`src/rtl/riscv_core_pkg.sv`:
```
// riscv_core_pkg: shared constants for the multicycle 16-bit core.
// Holds opcodes, FSM state encoding, instruction field positions, ALU op codes,
// and the opcode decode helpers used by the core and its ALU.
// Optional feature macro: RISCV_MUL_EN (opcode 8 decodes as MUL when defined).
package riscv_core_pkg;

    localparam logic [3:0] OP_ADD  = 4'h0;
    localparam logic [3:0] OP_SUB  = 4'h1;
    localparam logic [3:0] OP_AND  = 4'h2;
    localparam logic [3:0] OP_OR   = 4'h3;
    localparam logic [3:0] OP_ADDI = 4'h4;
    localparam logic [3:0] OP_LW   = 4'h5;
    localparam logic [3:0] OP_SW   = 4'h6;
    localparam logic [3:0] OP_BEQ  = 4'h7;
    localparam logic [3:0] OP_MUL  = 4'h8;
    localparam logic [3:0] OP_HALT = 4'hF;

    localparam logic [2:0] S_FETCH  = 3'd0;
    localparam logic [2:0] S_DECODE = 3'd1;
    localparam logic [2:0] S_EXEC   = 3'd2;
    localparam logic [2:0] S_MEM    = 3'd3;
    localparam logic [2:0] S_WB     = 3'd4;
    localparam logic [2:0] S_HALT   = 3'd5;

    localparam int OP_LSB  = 12;
    localparam int RD_LSB  = 9;
    localparam int RS1_LSB = 6;
    localparam int RS2_LSB = 3;
    localparam int IMM_W   = 6;

    localparam logic [2:0] ALU_ADD = 3'd0;
    localparam logic [2:0] ALU_SUB = 3'd1;
    localparam logic [2:0] ALU_AND = 3'd2;
    localparam logic [2:0] ALU_OR  = 3'd3;
    localparam logic [2:0] ALU_MUL = 3'd4;

    // Address-forming instructions (ADDI/LW/SW) all reuse the adder.
    function automatic logic [2:0] alu_sel(input logic [3:0] op);
        case (op)
            OP_ADD, OP_ADDI, OP_LW, OP_SW: return ALU_ADD;
            OP_SUB: return ALU_SUB;
            OP_AND: return ALU_AND;
            OP_OR:  return ALU_OR;
            OP_MUL: return ALU_MUL;
            default: return ALU_ADD;
        endcase
    endfunction

    function automatic logic op_legal(input logic [3:0] op);
`ifdef RISCV_MUL_EN
        return op <= OP_MUL || op == OP_HALT;
`else
        return op <= OP_BEQ || op == OP_HALT;
`endif
    endfunction

endpackage

```
`src/rtl/riscv_alu_param.sv`:
```
// riscv_alu_param: combinational XLEN-wide ALU for the multicycle core.
// Ports: op (ALU op code), a/b (operands), y (result, modulo 2^XLEN), eq (a == b).
// Optional feature macro: RISCV_MUL_EN (multiplier present when defined).
module riscv_alu_param
    import riscv_core_pkg::*;
#(
    parameter int XLEN = 16
) (
    input  logic [2:0]      op,
    input  logic [XLEN-1:0] a,
    input  logic [XLEN-1:0] b,
    output logic [XLEN-1:0] y,
    output logic            eq
);

    logic [XLEN-1:0] prod;

`ifdef RISCV_MUL_EN
    assign prod = a * b;
`else
    assign prod = '0;
`endif

    always_comb begin
        y = op == ALU_SUB ? a - b :
            op == ALU_AND ? a & b :
            op == ALU_OR  ? a | b :
            op == ALU_MUL ? prod  : a + b;
    end

    assign eq = a == b;

endmodule

```
`src/rtl/riscv_core_multicycle.sv`:
```
// riscv_core_multicycle: multicycle 16-bit ISA core, FSM FETCH/DECODE/EXEC/MEM/WB/HALT.
// Ports: clk; rst_n (async, active-HIGH); imem_addr/imem_rdata/imem_valid (fetch);
// dmem_req/dmem_we/dmem_addr/dmem_wdata/dmem_rdata/dmem_ack (data access, held to ack);
// retire/illegal (one-cycle pulses); halted (sticky level).
// Optional feature macro: RISCV_MUL_EN (opcode 8 = MUL; otherwise illegal).
module riscv_core_multicycle
    import riscv_core_pkg::*;
#(
    parameter int XLEN    = 16,
    parameter int IADDR_W = 8,
    parameter int DADDR_W = 9,
    parameter int NREG    = 8
) (
    input  logic               clk,
    input  logic               rst_n,
    output logic [IADDR_W-1:0] imem_addr,
    input  logic [15:0]        imem_rdata,
    input  logic               imem_valid,
    output logic               dmem_req,
    output logic               dmem_we,
    output logic [DADDR_W-1:0] dmem_addr,
    output logic [XLEN-1:0]    dmem_wdata,
    input  logic [XLEN-1:0]    dmem_rdata,
    input  logic               dmem_ack,
    output logic               retire,
    output logic               illegal,
    output logic               halted
);

    logic [2:0]         state;
    logic [IADDR_W-1:0] pc, pc_inc, br_off;
    logic [15:0]        ir;
    logic [XLEN-1:0]    a, b, imm, y, alu_b, alu_y;
    logic [XLEN-1:0]    regs [NREG];
    logic [3:0]         op;
    logic [2:0]         rd, rs1, rs2;
    logic               eq, use_imm;

    assign op      = ir[OP_LSB +: 4];
    assign rd      = ir[RD_LSB +: 3];
    assign rs1     = ir[RS1_LSB +: 3];
    assign rs2     = ir[RS2_LSB +: 3];
    assign pc_inc  = pc + IADDR_W'(1);
    assign br_off  = {{(IADDR_W-IMM_W){ir[IMM_W-1]}}, ir[IMM_W-1:0]};
    assign use_imm = op == OP_ADDI || op == OP_LW || op == OP_SW;
    assign alu_b   = use_imm ? imm : b;

    riscv_alu_param #(.XLEN(XLEN)) alu (
        .op(alu_sel(op)),
        .a (a),
        .b (alu_b),
        .y (alu_y),
        .eq(eq)
    );

    // Memory-side outputs are pure decodes of state so an async reset drops them at once.
    assign imem_addr  = pc;
    assign dmem_req   = state == S_MEM;
    assign dmem_we    = dmem_req && op == OP_SW;
    assign dmem_addr  = dmem_req ? y[DADDR_W-1:0] : '0;
    assign dmem_wdata = dmem_req ? b : '0;
    assign halted     = state == S_HALT;

    always_ff @(posedge clk or posedge rst_n) begin
        if (rst_n) begin
            state   <= S_FETCH;
            pc      <= '0;
            ir      <= '0;
            a       <= '0;
            b       <= '0;
            imm     <= '0;
            y       <= '0;
            retire  <= 1'b0;
            illegal <= 1'b0;
            for (int i = 0; i < NREG; i++) regs[i] <= '0;
        end else begin
            retire  <= 1'b0;
            illegal <= 1'b0;
            case (state)
                S_FETCH: begin
                    if (imem_valid) begin
                        ir    <= imem_rdata;
                        state <= S_DECODE;
                    end
                end
                S_DECODE: begin
                    // SW stores R[rd] and BEQ compares R[rd], so B picks rd for those.
                    a   <= regs[rs1];
                    b   <= (op == OP_SW || op == OP_BEQ) ? regs[rd] : regs[rs2];
                    imm <= {{(XLEN-IMM_W){ir[IMM_W-1]}}, ir[IMM_W-1:0]};
                    if (op == OP_HALT) begin
                        state <= S_HALT;
                    end else if (!op_legal(op)) begin
                        illegal <= 1'b1;
                        pc      <= pc_inc;
                        state   <= S_FETCH;
                    end else begin
                        state <= S_EXEC;
                    end
                end
                S_EXEC: begin
                    y <= alu_y;
                    if (op == OP_BEQ) begin
                        pc     <= eq ? pc + br_off : pc_inc;
                        retire <= 1'b1;
                        state  <= S_FETCH;
                    end else begin
                        state <= (op == OP_LW || op == OP_SW) ? S_MEM : S_WB;
                    end
                end
                S_MEM: begin
                    if (dmem_ack) begin
                        if (op == OP_SW) begin
                            pc     <= pc_inc;
                            retire <= 1'b1;
                            state  <= S_FETCH;
                        end else begin
                            y     <= dmem_rdata;
                            state <= S_WB;
                        end
                    end
                end
                S_WB: begin
                    if (rd != 3'd0) regs[rd] <= y;
                    pc     <= pc_inc;
                    retire <= 1'b1;
                    state  <= S_FETCH;
                end
                default: state <= S_HALT;
            endcase
        end
    end

endmodule

```
`config.mk`:
```
export PLATFORM = sky130hd
export DESIGN_NAME = riscv_core_multicycle
export DESIGN_NICKNAME = d
export VERILOG_FILES = /design/src/rtl/riscv_core_pkg.sv /design/src/rtl/riscv_alu_param.sv /design/src/rtl/riscv_core_multicycle.sv
export SDC_FILE = /design/constraint.sdc
export NUM_CORES = 1
export LEC_CHECK = 0
export ABC_AREA = 1
export CAP_MARGIN = 20
export CORE_MARGIN = 3
export CORE_UTILIZATION = 55
export CTS_BUF_LIST = sky130_fd_sc_hd__clkbuf_16
export CTS_CLUSTER_DIAMETER = 50
export DETAILED_ROUTE_END_ITERATION = 10
export HOLD_SLACK_MARGIN = 0.06
export PLACE_DENSITY = 0.76
export SLEW_MARGIN = 20
export SYNTH_ARGS = -nofsm -noshare
export SYNTH_HDL_FRONTEND = slang
export SYNTH_HIERARCHICAL = 1
export SYNTH_SLANG_ARGS = --single-unit
```
`constraint.sdc`:
```
create_clock -name clk -period 8.35 [get_ports clk]
set_input_delay 1.67 -clock clk [delete_from_list [all_inputs] [get_ports clk]]
set_output_delay 1.67 -clock clk [all_outputs]
set_load 0.02 [all_outputs]
```
# Word level (Yosys, flattened, before mapping)
# Memories as Yosys holds them, arrays and structs flattened.
# Index checks and enable logic that the tools add are counted.
# totals
ff_bits	211
latchBits	0
mem_bits_rw	0
romBits	48
inputBits	36
out_inout_bits	38
n_memories	1
# mem_list
memory	words	width	read_ports	rd_clocked_by_memory_dff	wr	line	source
(name not given)	16	3	1	0	0	riscv_core_pkg.sv:39	case (op)
# op_classes
n_addsub	4
multipliers	0
n_div	0
n_lt_le_gt_ge	5
n_eq_ne	22
shifts	0
mux	45
bitwise_logic	5
reduce_logical	16
# ops
operator	n
two-way mux 16 bit	16
binary-select mux 16 bit (select 3 bit)	3
bitwise mux 128 bit	1
demux 16 bit (select 3 bit)	1
two-way mux 8 bit	6
case mux 16 bit (2 select lines)	1
case mux 8 bit (4 select lines)	1
two-way mux 3 bit	6
adder 16 bit	1
AND 16 bit	1
equality test 16 bit	1
equality test 4 x 3 -> 1 bit, second input constant	4
bitwise OR 16 bit	1
subtractor 16 bit	1
case mux 3 bit (5 select lines)	1
equality test 3 x 2 -> 1 bit, second input constant	4
greater-or-equal comparator 4 bit, second input constant	3
inverter 3 -> 4 bit	3
inequality test 2 bit, second input constant	5
equality test 3 bit, second input constant	3
two-way mux 9 bit	1
adder 8 x 1 -> 8 bit, second input constant	1
adder 8 bit	1
equality test 3 x 1 -> 1 bit, second input constant	2
other kinds (16)	29

# Depth between registers and ports, before layout
# Gate-level depths: netlist (run 1).
# logic_depth
word_depth	10
mapped_depth	25
ltp_nobuf	23

# By module
# The synthesis (run 1) kept the hierarchy.
# by_module_without_submodules
module	instances	cells_per_inst	area_per_inst_um2	seq_area_each_um2
riscv_core_multicycle	1	1841	12462.0	5280.1
riscv_alu_param	1	498	2727.6	0.0

# Worst setup path before layout (run 1)
# OpenSTA, ideal clock, no wires.
# synth_timing
kind	reg-to-output
start	reg state[2]
end	out dmem_addr[3]
arrival_ns	1.409
t_required_ns	6.680
path_slack_ns	5.271
stages_incl_launch_ff	8
n_path_buf	2
path_cell_list	dfrtp_1 -> inv_2 -> nand2_4 -> nor2_2 -> inv_1 -> buf_2 -> buf_2 -> nor2_1
# synth_via
elab_chain_cells	2
# synth_lines
element	line	source
start: declaration	riscv_core_multicycle.sv:30	logic [2:0] state;
start signal: assignment	riscv_core_multicycle.sv:108	state <= (op == OP_LW || op == OP_SW) ? S_MEM : S_WB;
equality test 3 x 2 -> 1 bit	riscv_core_multicycle.sv:58	assign dmem_req = state == S_MEM;
two-way mux 9 bit	riscv_core_multicycle.sv:60	assign dmem_addr = dmem_req ? y[DADDR_W-1:0] : '0;
end: declaration	riscv_core_multicycle.sv:21	output logic [DADDR_W-1:0] dmem_addr,
# Every way passes these cells.

# Final worst setup path (run 1)
# layout_timing
start	reg state[2]
end	out dmem_we
# layout_via
elab_chain_cells	2
# layout_lines
element	line	source
equality test 3 x 2 -> 1 bit	riscv_core_multicycle.sv:58	
logical AND 1 bit	riscv_core_multicycle.sv:59	assign dmem_we = dmem_req && op == OP_SW;
end: declaration	riscv_core_multicycle.sv:20	output logic dmem_we,
# Every way passes these cells.

==> results.sh, run 1 <==
export IMPL_hold_path_class="flop to flop"
export IMPL_diodes=0
export IMPL_vias_per_cell=5.74
export IMPL_period_needed_ns=4.63
export IMPL_nFillCells=2535
export IMPL_crit_path_end_kind="output port"
export IMPL_cts_tree="yes"
export IMPL_cellLeakagePower_nw=8.42
export IMPL_start_util_pct=56.2
export IMPL_cts_resized=0
export IMPL_ys_warn_count=6
export IMPL_synth_area_mux_share_pct=0.371
export IMPL_antenna_left=0
export IMPL_cts_buffer_depth=3
export IMPL_firstDrtPassIters=6
export IMPL_grt_max_degree=130
export IMPL_htreeDepth=1
export IMPL_crit_buf_inv=5
export IMPL_finalMaxSlewViolations=0
export IMPL_swShare_pct=52.7
export IMPL_grt_antenna_before_repair=1
export IMPL_critPathTopFamily="buffers and inverters"
export IMPL_r2r_start="ir[14]"
export IMPL_synthSimpleGateAreaFrac_pct=34.9
export IMPL_grt_pass1_vias=14200
export IMPL_synthDominantCellAreaShare_pct=34.8
export IMPL_setup_viol=0
export IMPL_combPwrFrac_pct=60.4
export IMPL_floorplan_core_area_um2=27000
export IMPL_max_slew_worst_pin_slew_ns=0.951
export IMPL_placed_area_um2=15900
export IMPL_die_area_um2=29600
export IMPL_cp_max_fo=30
export IMPL_routed_wl_um=48800
export IMPL_die_h_um=172
export IMPL_synth_adder_area_share_pct=5.09
export IMPL_nets=2423
export IMPL_ys_types=39
export IMPL_skew_ns=0.0293
export IMPL_drt_iter0_drc=2011
export IMPL_drv_cap=0
export IMPL_synth_area_um2=15200
export IMPL_worstHoldEndpoint="regs[118]"
export IMPL_synthArstFlopShare_pct=100
export IMPL_max_freq_ghz=0.216
export IMPL_peakVddDrop_uv=191
export IMPL_synth_avg_cell_area_um2=6.49
export IMPL_r2r_slack_ns=4.61
export IMPL_syn_nets=2435
export IMPL_reg2reg_to="imem_addr[5]"
export IMPL_relSlewSlack_pct=36.6
export IMPL_hp_start="regs[118]"
export IMPL_yosys_area_top_type="dfrtp_1"
export IMPL_clk_latency_ns=0.55
export IMPL_ys_flop_type="dfrtp_1"
export IMPL_finalHoldViolations=0
export IMPL_timing_final_crit_share_pct=55.5
export IMPL_register_area_um2=5290
export IMPL_ys_ff_latch=211
export IMPL_powerDensity_nw_per_um2=441
export IMPL_synthCells=2339
export IMPL_grt_pass1_wl_um=77200
export IMPL_arrival_ns=2.96
export IMPL_slowest_delay_ns=0.64
export IMPL_clockPowerShare_pct=15.3
export IMPL_hpwl_um=32500
export IMPL_hold_buffers=0
export IMPL_synth_top_family_by_area="simple AND/OR/NAND/NOR gates"
export IMPL_cts_setup_buffers=0
export IMPL_yosysSeqAreaShare_pct=34.8
export IMPL_gp_congestion=0.962
export IMPL_globalRoute_totalOverflow=0
export IMPL_area_growth_syn_to_layout_pct=10.8
export IMPL_yosys_top_cells_area="dfrtp_1 35%, nand2_1 20%, nand3_1 8.3%, o21ai_0 6.7%, inv_1 6.1%"
export IMPL_status="completed"
export IMPL_synth_xor_area_share_pct=0.461
export IMPL_cts_root_buf="clkbuf_16"
export IMPL_clk_pin_slew_ns=0.06
export IMPL_most_common_layout_cells="824 x nand2_1, 252 x nand3_1, 250 x inv_1, 207 x dfrtp_1, 204 x o21ai_0"
export IMPL_path_cells="inv_2 > nand2_4 > nor2_2 > buf_4 > inv_1 > buf_4 > nor2_2 > clkdlybuf4s50_1"
export IMPL_internal_power_w=0.00351
export IMPL_drive_gt1_share_pct=5.80
export IMPL_multi_input_area_um2=8250
export IMPL_required_ns=6.68
export IMPL_rows=60
export IMPL_critPathSlowestCell="clkdlybuf4s50_1"
export IMPL_pin_count=74
export IMPL_critPathLaunchType="flop"
export IMPL_numCtsBuffers=26
export IMPL_whs_path_depth=0
export IMPL_r2r_cells=16
export IMPL_final_area_um2=16800
export IMPL_net_switching_power_w=0.00391
export IMPL_pwr_share_seq_pct=24.4
export IMPL_vias=15400
export IMPL_clock_sinks=211
export IMPL_criticalPathCategory="flop to output port"
export IMPL_rsz0062_at_grt="no"
export IMPL_portBuffers=73
export IMPL_setup_tns_ns=0
export IMPL_synth_enable_flop_cells=0
export IMPL_track_usage_pct=33.0
export IMPL_drc_errors=0
export IMPL_final_common_cell="nand2_1"
export IMPL_wl_per_cell_um=18.2
export IMPL_synth_compound_area_share_pct=13.5
export IMPL_die_width_um=172
state kept, by name, indices dropped and copies added (netlist names):
register,flops
regs,128
a,16
b,16
ir,16
y,16
imem_addr,8
imm,6
state,3
illegal,1
retire,1
per-layer routing:
layer	vias up	wire, µm	GRT usage [%]
li1	7432	-	-
met3	144	4880	4.78
met1	7030	20100	46.2
met4	0	1800	12.4
met2	811	22000	52.3
met5	-	0	0
cell usage after synthesis, types with 8 or more instances:
master    number
inv_1        247
o211ai_1      52
o21ai_1       24
ha_1          57
nand4_1       11
xor2_1         8
buf_1         10
dfrtp_1      211
nand2_1      825
o21ai_0      204
nand3_1      253
a21oi_1       82
buf_2         35
inv_2         17
nor3_1        11
nor2_1       136
clkbuf_1      77
nand2_2       11
power by group through the flow:
stage / Clock, W / Combinational, W / Sequential (W)
finish: 0.00113 / 0.00448 / 0.00181
global route: 0.00119 / 0.00500 / 0.00186
CTS: 0.00114 / 0.00433 / 0.00184
detailed placement: 0 / 0.00431 / 0.00185
global placement: 0 / 0.00424 / 0.00183
floorplan: 0 / 0.00330 / 0.00166
through the flow:
step	instances	worst slack (ns)	power (W)	util (%)	hold WS [ns]
after floorplan	2339	0.914	0.00496	-	0.442
after global placement	2637	4.39	0.00607	58.8	0.406
after detailed placement	2638	4.33	0.00616	58.9	0.406
after CTS	2684	3.74	0.00731	62.1	0.421
after global routing	2686	3.57	0.00805	62.3	0.433
final	2686	3.72	0.00742	62.3	0.422
worst max-delay path by stage:
| stage | startpoint | to | slack (ns) | cells after the start |
|---|---|---|---|---|
| floorplan | rst_n | a[0] | 0.91 | 1 |
| global placement | state[2] | dmem_we | 4.39 | 8 |
| detailed placement | state[2] | dmem_we | 4.33 | 8 |
| CTS | state[2] | dmem_we | 3.74 | 8 |
| global route | state[2] | dmem_we | 3.57 | 8 |
| finish | state[2] | dmem_we | 3.72 | 8 |
layout make-up:
class	instances	share of cell area, %
Sequential cell	211	31.4
Tap cell	341	2.54
Clock buffer	26	3.87
Inverter	269	6.06
Clock inverter	20	1.22
Multi-Input combinational cell	1719	49.1
Timing Repair Buffer	100	5.83
cells by family after synthesis:
kind of cell,count (synthesis)
compound gates,375
xor+xnor,8
fa+ha+maj,60
buf+inv,409
flops,211
mux,5
simple gates,1271
Note: power is estimated with default switching activity, not from simulation.
==> inputs of run 2 (changes only) <==
--- a/config.mk
+++ b/config.mk
@@ -13,7 +13,7 @@
 export CTS_CLUSTER_DIAMETER = 50
 export DETAILED_ROUTE_END_ITERATION = 10
 export HOLD_SLACK_MARGIN = 0.06
-export PLACE_DENSITY = 0.76
+export PLACE_DENSITY = 0.79
 export SLEW_MARGIN = 20
 export SYNTH_ARGS = -nofsm -noshare
 export SYNTH_HDL_FRONTEND = slang
==> constraint.sdc (replaced) <==
create_clock -name clk -period 4.15 [get_ports clk]
set_input_delay 0.83 -clock clk [delete_from_list [all_inputs] [get_ports clk]]
set_output_delay 0.83 -clock clk [all_outputs]
set_load 0.02 [all_outputs]
==> run 2 against run 1 <==
Net effect:
- final area grew 0.88%
- sequential share of layout area shrank 0.28 points
- flip-flop and latch count stayed put
- global-route usage increased by 0.49 points
- die area unchanged
- worst hold slack improved by 0.0018 ns
- cell count is 0.45% higher
- via count grew 1.6%
- register-to-register slack worse by 4.3 ns
- clock power is 120% higher
- utilization rose by 0.55 points
- largest power group unchanged
==> results.sh, run 2 (same netlist as run 1, synthesis figures left out) <==
export IMPL_start_util_pct=56.2
export IMPL_drt_iter0_drc=1764
export IMPL_critPathMostFrequentCell="nor2_1"
export IMPL_dp_cells=2646
export IMPL_finalPower_w=0.0151
export IMPL_final_common_cell="nand2_1"
export IMPL_gr_usage_met3_pct=6.29
export IMPL_arrival_ns=4.23
export IMPL_crit_buf_inv=4
export IMPL_clk_pin_slew_ns=0.07
export IMPL_hpwl_um=33400
export IMPL_path_cells="inv_1 > nor2_1 > inv_1 > nor2_1 > buf_4 > nand2_1 > o21ai_0 > inv_1 > ha_1 > nor4_2 > nand4_1 > nor3_2 > nand2_1 > nand3_1 > nand3_1 > nor2_1 > nor2_1"
export IMPL_gp_congestion=1.04
export IMPL_use_met1_pct=46.6
export IMPL_grt_max_degree=107
export IMPL_diodes=0
export IMPL_skew_ns=0.0184
export IMPL_drv_cap=0
export IMPL_timing_final_crit_share_pct=91.7
export IMPL_setup_tns_ns=0
export IMPL_track_usage_pct=33.5
export IMPL_max_slew_worst_pin_slew_ns=1.10
export IMPL_met2_usage_pct=51.7
export IMPL_cts_setup_buffers=0
export IMPL_required_ns=4.58
export IMPL_cp_startpoint="ir[14]"
export IMPL_nFillCells=2486
export IMPL_vias=15700
export IMPL_finalMaxSlewViolations=0
export IMPL_nets=2432
export IMPL_fin_util_pct=62.8
export IMPL_criticalPathCategory="flop to flop"
export IMPL_firstDrtPassIters=6
export IMPL_crit_path_end_kind="flop"
export IMPL_vias_per_cell=5.81
export IMPL_die_area_um2=29600
export IMPL_cp_max_fo=16
export IMPL_layout_cells_non_filler=2698
export IMPL_relSlewSlack_pct=26.4
export IMPL_peakVddDrop_uv=813
export IMPL_critPathLaunchType="flop"
export IMPL_max_freq_ghz=0.263
export IMPL_wl_per_cell_um=18.4
export IMPL_clock_sinks=211
export IMPL_die_h_um=172
export IMPL_cts_root_buf="clkbuf_16"
export IMPL_most_common_layout_cells="825 x nand2_1, 252 x nand3_1, 247 x inv_1, 207 x dfrtp_1, 204 x o21ai_0"
export IMPL_cp_num_cells=17
export IMPL_floorplan_core_area_um2=27000
export IMPL_grt_pass1_wl_um=78500
export IMPL_cts_buffer_depth=3
export IMPL_rows=60
export IMPL_setup_viol=0
export IMPL_critPathSlowestCell="ha_1"
export IMPL_slowest_delay_ns=0.46
export IMPL_period_needed_ns=3.80
export IMPL_pin_count=74
export IMPL_htreeDepth=1
export IMPL_hp_start="regs[126]"
export IMPL_largest_reg_flops=128
export IMPL_cellLeakagePower_nw=8.48
export IMPL_die_width_um=172
export IMPL_antenna_left=0
export IMPL_clk_latency_ns=0.54
export IMPL_status="completed"
export IMPL_whs_path_depth=0
export IMPL_drc_errors=0
export IMPL_critPathTopFamily="simple AND/OR/NAND/NOR gates"
export IMPL_globalRoute_totalOverflow=0
export IMPL_cts_tree="yes"
export IMPL_grt_pass1_vias=14600
export IMPL_routed_wl_um=49500
export IMPL_area_growth_syn_to_layout_pct=11.7
export IMPL_numCtsBuffers=28
export IMPL_portBuffers=73
export IMPL_r2r_cells=17
export IMPL_r2r_start="ir[14]"
export IMPL_powerDensity_nw_per_um2=892
export IMPL_grt_antenna_before_repair=0
export IMPL_drive_gt1_share_pct=6.62
export IMPL_regMostFlops="regs"
export IMPL_rsz0062_at_grt="no"
export IMPL_finalHoldViolations=0
export IMPL_hold_path_class="flop to flop"
export IMPL_busiest_layer="met2"
-- run 2: changes by cell type in the layout (fill, tap and decap cells not counted), moves of 2 or more --
cell | previous run | this run
clkbuf_16 | 26 | 29
clkinvlp_4 | 1 | 3
inv_1 | 250 | 247
clkinv_2 | 3 | 5
buf_16 | 2 | 0
buf_4 | 24 | 32
inv_6 | 1 | 3
buf_12 | 0 | 2
clkinv_4 | 0 | 2
clkinv_1 | 9 | 6
-- run 2: metal layers --
metal	up-vias	part of all wire, %
li1	7444	-
met1	7268	41
met2	797	45
met3	154	11
met4	0	4.0
met5	-	0
-- run 2: what timing repair did --
item                       CTS  global route
setup endpoints to repair    0             8
gates resized for setup      0             3
hold buffers                 0             0
-- run 2: through the flow --
stage          setup WS (ns)  cell area [µm²]  hold slack [ns]
3_3_place_gp           0.373            16000            0.404
3_5_place_dp           0.190            16000            0.409
6_report               0.345            17000            0.424
5_1_grt               0.0494            17000            0.441
4_1_cts                0.160            16900            0.423
2_1_floorplan          0.578            15200            0.442
-- run 2: final timing paths --
path / slack (ns) / to
setup reg to reg: 0.35 / imem_addr[5]
min in group asynchronous: 0.57 / regs[93]
setup / recovery: 0.35 / imem_addr[5]
max in group asynchronous: 2.60 / ir[3]
hold reg to reg: 0.42 / regs[126]
hold / removal: 0.42 / regs[126]
-- run 2: worst reg2reg max path: stages, from the launching register on --
cell and delay, ns:
dfrtp_1 0.40, inv_1 0.07, nor2_1 0.15, inv_1 0.11, nor2_1 0.17, buf_4 0.25
nand2_1 0.28, o21ai_0 0.23, inv_1 0.10, ha_1 0.46, nor4_2 0.33, nand4_1 0.17
nor3_2 0.27, nand2_1 0.29, nand3_1 0.18, nand3_1 0.08, nor2_1 0.12, nor2_1 0.05
-- run 2: report_power, final --
part           switching (W)  total, W  internal [W]
registers           0.000959   0.00377       0.00281
clock network       0.000978   0.00251       0.00153
logic                0.00601   0.00887       0.00286
total                0.00795    0.0151       0.00720
-- run 2: final cells by class --
cell class / count / area, µm² / share of cell area, %
Inverter: 269 / 1020 / 5.99
Timing Repair Buffer: 107 / 1010 / 5.96
Tap cell: 341 / 427 / 2.51
Multi-Input combinational cell: 1719 / 8270 / 48.7
Clock buffer: 29 / 726 / 4.28
Sequential cell: 211 / 5290 / 31.2
Clock inverter: 22 / 241 / 1.42
